[config.mk]
export PLATFORM = sky130hd
export DESIGN_NAME = pc_ctrl
export DESIGN_NICKNAME = d
export VERILOG_FILES = /design/src/rtl/pc_ctrl.sv
export SDC_FILE = /design/constraint.sdc
export NUM_CORES = 1
export LEC_CHECK = 0
export CAP_MARGIN = 20
export CORE_ASPECT_RATIO = 1.25
export CORE_MARGIN = 4
export CORE_UTILIZATION = 44
export CTS_BUF_LIST = sky130_fd_sc_hd__clkbuf_16
export CTS_CLUSTER_DIAMETER = 150
export DETAILED_ROUTE_END_ITERATION = 6
export PLACE_DENSITY = 0.9
export RECOVER_POWER = 50
export SYNTH_ARGS = -nofsm -noshare
export SYNTH_HDL_FRONTEND = slang
export SYNTH_SLANG_ARGS = --single-unit
[constraint.sdc]
create_clock -name clk -period 2.1 [get_ports clk]
set_input_delay 0.315 -clock clk [delete_from_list [all_inputs] [get_ports clk]]
set_output_delay 0.315 -clock clk [all_outputs]
set_load 0.005 [all_outputs]
[src/rtl/pc_ctrl.sv]
// Program-counter unit for the IF stage.
// It has masked, fixed-priority interrupts with optional vectoring, an
// EPC/cause pair, and a RUN/HANDLER machine that forbids nesting.
// It also raises a misaligned-fetch exception when npc is not word aligned.
// The FSM state is visible as in_handler (1 = HANDLER).
module pc_ctrl #(
    parameter int            AW         = 32,
    parameter logic [AW-1:0] RESET_ADDR = 32'h0000_3000,
    parameter logic [AW-1:0] EXC_BASE   = 32'h0000_4180,
    parameter int            NIRQ       = 6,
    parameter int            VECTORED   = 0,
    parameter int            VEC_SHIFT  = 4,
    localparam int           CW         = $clog2(NIRQ + 1)
) (
    input  logic            clk,
    input  logic            reset,
    input  logic            stall,
    input  logic [AW-1:0]   npc,
    input  logic [AW-1:0]   epc_src,
    input  logic [NIRQ-1:0] irq_req,
    input  logic [NIRQ-1:0] irq_mask,
    input  logic            eret,
    output logic [AW-1:0]   pc,
    output logic [AW-1:0]   epc,
    output logic [CW-1:0]   cause,
    output logic            in_handler,
    output logic [NIRQ-1:0] irq_ack,
    output logic            misalign
);

    typedef enum logic {RUN = 1'b0, HANDLER = 1'b1} state_t;

    // Cause code reserved for the misaligned-fetch exception.
    localparam logic [CW-1:0] CAUSE_MISALIGN = CW'(NIRQ);

    state_t          state_q, state_d;
    logic [AW-1:0]   pc_d, epc_d;
    logic [CW-1:0]   cause_d;
    logic [NIRQ-1:0] ack_d;
    logic            misalign_d;

    logic [NIRQ-1:0] pend;
    logic [NIRQ-1:0] sel_oh;
    logic [CW-1:0]   sel;

    // Handler entry: a single base, or one slot per cause when vectored.
    function automatic logic [AW-1:0] entry_addr(input logic [CW-1:0] c);
        if (VECTORED != 0) begin
            return EXC_BASE + (AW'(c) << VEC_SHIFT);
        end
        return EXC_BASE;
    endfunction

    assign pend       = irq_req & irq_mask;
    // Isolate the lowest set bit, because index 0 has the highest priority.
    assign sel_oh     = pend & (~pend + NIRQ'(1));
    assign in_handler = (state_q == HANDLER);

    // Encode the one-hot winner into its line index.
    always_comb begin
        sel = '0;
        for (int i = 0; i < NIRQ; i++) begin
            if (sel_oh[i]) sel = CW'(i);
        end
    end

    // Next-state, next-PC and pulse generation; the first matching rule wins.
    always_comb begin
        state_d    = state_q;
        pc_d       = pc;
        epc_d      = epc;
        cause_d    = cause;
        ack_d      = '0;
        misalign_d = 1'b0;
        case (state_q)
            RUN: begin
                if (pend != '0) begin
                    pc_d    = entry_addr(sel);
                    epc_d   = epc_src;
                    cause_d = sel;
                    ack_d   = sel_oh;
                    state_d = HANDLER;
                end else if (stall) begin
                    pc_d = pc;
                end else if (npc[1:0] != 2'b00) begin
                    pc_d       = entry_addr(CAUSE_MISALIGN);
                    epc_d      = npc;
                    cause_d    = CAUSE_MISALIGN;
                    misalign_d = 1'b1;
                    state_d    = HANDLER;
                end else begin
                    pc_d = npc;
                end
            end
            HANDLER: begin
                // Requests are ignored here; they are taken after the return.
                if (eret) begin
                    pc_d    = epc;
                    state_d = RUN;
                end else if (stall) begin
                    pc_d = pc;
                end else begin
                    // A misaligned npc is followed but only flagged.
                    pc_d       = npc;
                    misalign_d = (npc[1:0] != 2'b00);
                end
            end
            default: state_d = RUN;
        endcase
    end

    // State and output registers; reset is asynchronous and discards context.
    always_ff @(posedge clk or negedge reset) begin
        if (!reset) begin
            state_q  <= RUN;
            pc       <= RESET_ADDR;
            epc      <= '0;
            cause    <= '0;
            irq_ack  <= '0;
            misalign <= 1'b0;
        end else begin
            state_q  <= state_d;
            pc       <= pc_d;
            epc      <= epc_d;
            cause    <= cause_d;
            irq_ack  <= ack_d;
            misalign <= misalign_d;
        end
    end

endmodule

==> impl_metrics.csv <==
group,metric,value,unit
status,outcome,"finished clean",
global_route,antenna_found_initial,0,
worst_setup_path,start_kind,"flop",
drt,vias,3613,
logic_synthesis,syn_nets,420,
drt,vias_per_cell,5.76,
worst_setup_path,reg2reg_depth,4,
layout,final-seq-area,0.00188,mm^2
global_route,grt_pass1_vias,3716,
timing,fin_crit_sh,95.4,%
worst_setup_path,slowest_stage,"clkdlybuf4s50_1",
logic_synthesis,synth_fa_ha_area_share,0,%
power_and_ir_drop,pwr-share-seq,39.4,%
power_and_ir_drop,cell_internal_pwr,0.00351,W
clock_network,h-tree-depth,3,
power_and_ir_drop,swShare,27.7,%
layout,final_cell_mix,"clkdlybuf4s50_1 (123), dfrtp_1 (72), nand2_1 (40), nand3_1 (32), a22oi_1 (31)",
logic_synthesis,yosysTopAreaCellShare,46.7,%
place,dpl_cell_area,0.00575,mm^2
drt,drc,0,
logic_synthesis,ys_seq_area_share,48.0,%
place,hpwl,8.98,mm
power_and_ir_drop,p_leak,2.79,nW
power_and_ir_drop,peakVddDrop,0.582,mV
place,io_buffers,154,
worst_setup_path,slowest_delay,0.57,ns
clock_network,clk_pin_slew,0.06,ns
die,chipHeight,113,um
clock_network,clock_latency,0.34,ns
logic_synthesis,yosys_warnings,0,
worst_setup_path,cp_data_arrival_time,1.69,ns
worst_setup_path,crit_start,"in_handler$_DFF_PN0_",
clock_network,clock_sinks,75,
layout,multiInputGateArea,0.00190,mm^2
timing,tightest_slew,0.983,ns
logic_synthesis,synth_xor_area_share,0,%
logic_synthesis,netlist_area,0.00391,mm^2
logic_synthesis,yosysUniqueCellTypes,32,
die,pin_count,155,
logic_synthesis,synth_top_family_by_area,"multiplexers",
drt,routed_wl,12.5,mm
worst_setup_path,required,1.78,ns
power_and_ir_drop,powerDensity,808,mW/mm^2
logic_synthesis,synthCells,340,
die,fp-row-count,38,
worst_setup_path,crit_type,"flop to output port",
timing,layout_min_cycle_time,2.00,ns
layout,antennaDiodeCount,0,
layout,drive_gt1_share,20.9,%
worst_setup_path,rr_endpoint,"pc[28]$_DFFE_PN0P_",
drt,wl_per_cell,19.9,um
power_and_ir_drop,clkPwrFrac,27.8,%
die,die_w,92.3,um
worst_setup_path,rrSetupSlack,0.49,ns
global_route,track_usage,23.9,%
drt,initialDrtViolationCount,170,
layout,nFillCells,629,
timing,final-setup-viol-count,0,
worst_setup_path,crit_chain,"buf_4 -> clkdlybuf4s50_1",
logic_synthesis,synth_compound_area_share,16.1,%
timing,slew_viol_final,0,
global_route,grt_pass1_wl,19.4,mm
layout,syn_to_final_growth,53.7,%
clock_network,cts-root-buf,"clkbuf_16",
timing,hold_violations,0,
global_route,grt_overflow,0,
drt,ant_nets,0,
worst_setup_path,endpoint_kind,"output port",
logic_synthesis,synth_area_leader_cell,"dfrtp_1",
clock_network,clk_path_buf_depth,2,
layout,stdcell_area,0.00601,mm^2
timing,rsz0062_at_grt,"false",
die,design.die.area,0.0105,mm^2
place,place_ws,-0.0989,ns
layout,mostFrequentLayoutCell,"clkdlybuf4s50_1",
place,gp_congestion,0.839,
place,placedCellCount,610,
drt,first_pass_iters,5,
logic_synthesis,ys_ff_latch,75,
timing,fin_ws,0.0976,ns
die,start_util,45.0,%
worst_setup_path,cp-endpoint,"in_handler",
logic_synthesis,yosys.area_share.simple,10.9,%
worst_setup_path,r2r-start,"in_handler$_DFF_PN0_",
clock_network,cts_setup_buffers,0,
layout,final_nets,582,
timing,relSlewSlack,34.5,%
logic_synthesis,synth_top_cells_by_area,"dfrtp_1 (47%), mux2_4 (12%), mux2_2 (8.3%)",
timing,clock_skew,0.00681,ns
power_and_ir_drop,pwr-share-comb,32.7,%
global_route,grt_max_degree,40,
die,design.core.area,0.00870,mm^2
power_and_ir_drop,switchingPower,0.00135,W
clock_network,cts_resized,0,
clock_network,numCtsBuffers,9,
worst_setup_path,critPathMaxFanout,22,
logic_synthesis,synthMuxAreaShare,21.1,%
clock_network,cts_tree,"yes",
timing,clock.fmax,0.499,GHz
hold_path,min_path_type,"input port to flop",
run,max_cap_viol_count,0,
layout,final_cell_count_no_fill,627,
layout,fin_util,69.1,%
logic_synthesis,postSynthAreaPerCell,11.5,um^2
-- cells in the mapped netlist, drive strengths merged --
cell	instances
a21o	2
a21oi	3
a222oi	1
a22o	29
a22oi	31
a2bb2oi	3
a31oi	1
a32o	1
a32oi	1
a41o	1
and4	1
and4b	1
buf	14
clkbuf	16
dfrtp	73
dfstp	2
mux2	59
mux2i	5
nand2	40
nand3	32
nand4	1
nor2	7
nor2b	3
nor3	6
nor3b	2
o21ai	3
o21bai	2
-- metrics by stage --
step           power (W)  hold WS [ns]  setup TNS [ns]
3_3_place_gp     0.00351         0.310           -2.60
3_5_place_dp     0.00357         0.312           -3.46
6_report         0.00486         0.427               0
5_1_grt          0.00508         0.402               0
2_1_floorplan    0.00258        0.0194               0
4_1_cts          0.00493         0.393               0
-- flip-flops by register name, indices dropped and copies added, names as in the netlist --
signal and count:
misalign 1, irq_ack 6, cause 3, epc 32, pc 32, in_handler 1
-- cells by family after synthesis --
family	count (synthesis)
flops	75
simple gates	93
compound gates	78
mux	64
buf+inv	30
-- worst max-delay path, delay by kind of cell, from the launching register on --
| family | cells | cell delay, ns |
|---|---|---|
| buffers and inverters | 2 | 0.88 |
| flip-flops | 1 | 0.46 |
-- final cells by class --
class                           count  share of cell area, %
Clock inverter                      7                  0.520
Sequential cell                    75                   31.3
Clock buffer                        9                   3.75
Multi-Input combinational cell    235                   31.6
Tap cell                          120                   2.50
Timing Repair Buffer              181                   30.3
-- metal layers --
metal  global-route usage (%)  wire [um]  vias to the layer above
met3                     5.67        745                       33
met4                     11.8        484                        0
met5                        0          0                        -
li1                         -          -                     1598
met2                     40.9       6430                      177
met1                     28.0       4820                     1805
-- worst min-delay path by stage --
stage,depth (start not counted),end,from
floorplan,0,cause[0]$_DFFE_PN0P_,reset
global placement,1,irq_ack[4]$_DFF_PN0_,reset
detailed placement,1,irq_ack[1]$_DFF_PN0_,reset
CTS,2,in_handler$_DFF_PN0_,eret
global route,2,in_handler$_DFF_PN0_,eret
finish,2,in_handler$_DFF_PN0_,eret
-- power groups by stage --
stage | Combinational, W | Clock [W] | Sequential (W)
final | 0.00159 | 0.00135 | 0.00192
after global routing | 0.00170 | 0.00143 | 0.00195
after CTS | 0.00164 | 0.00137 | 0.00192
after detailed placement | 0.00163 | 0 | 0.00194
after global placement | 0.00158 | 0 | 0.00192
after floorplan | 0.000656 | 0 | 0.00192
-- what timing repair did --
item	in CTS	in global routing
hold endpoints to repair	34	0
endpoints found under the setup margin	0	0
hold buffers	1	0
Note: power is estimated with default switching activity, not from simulation.
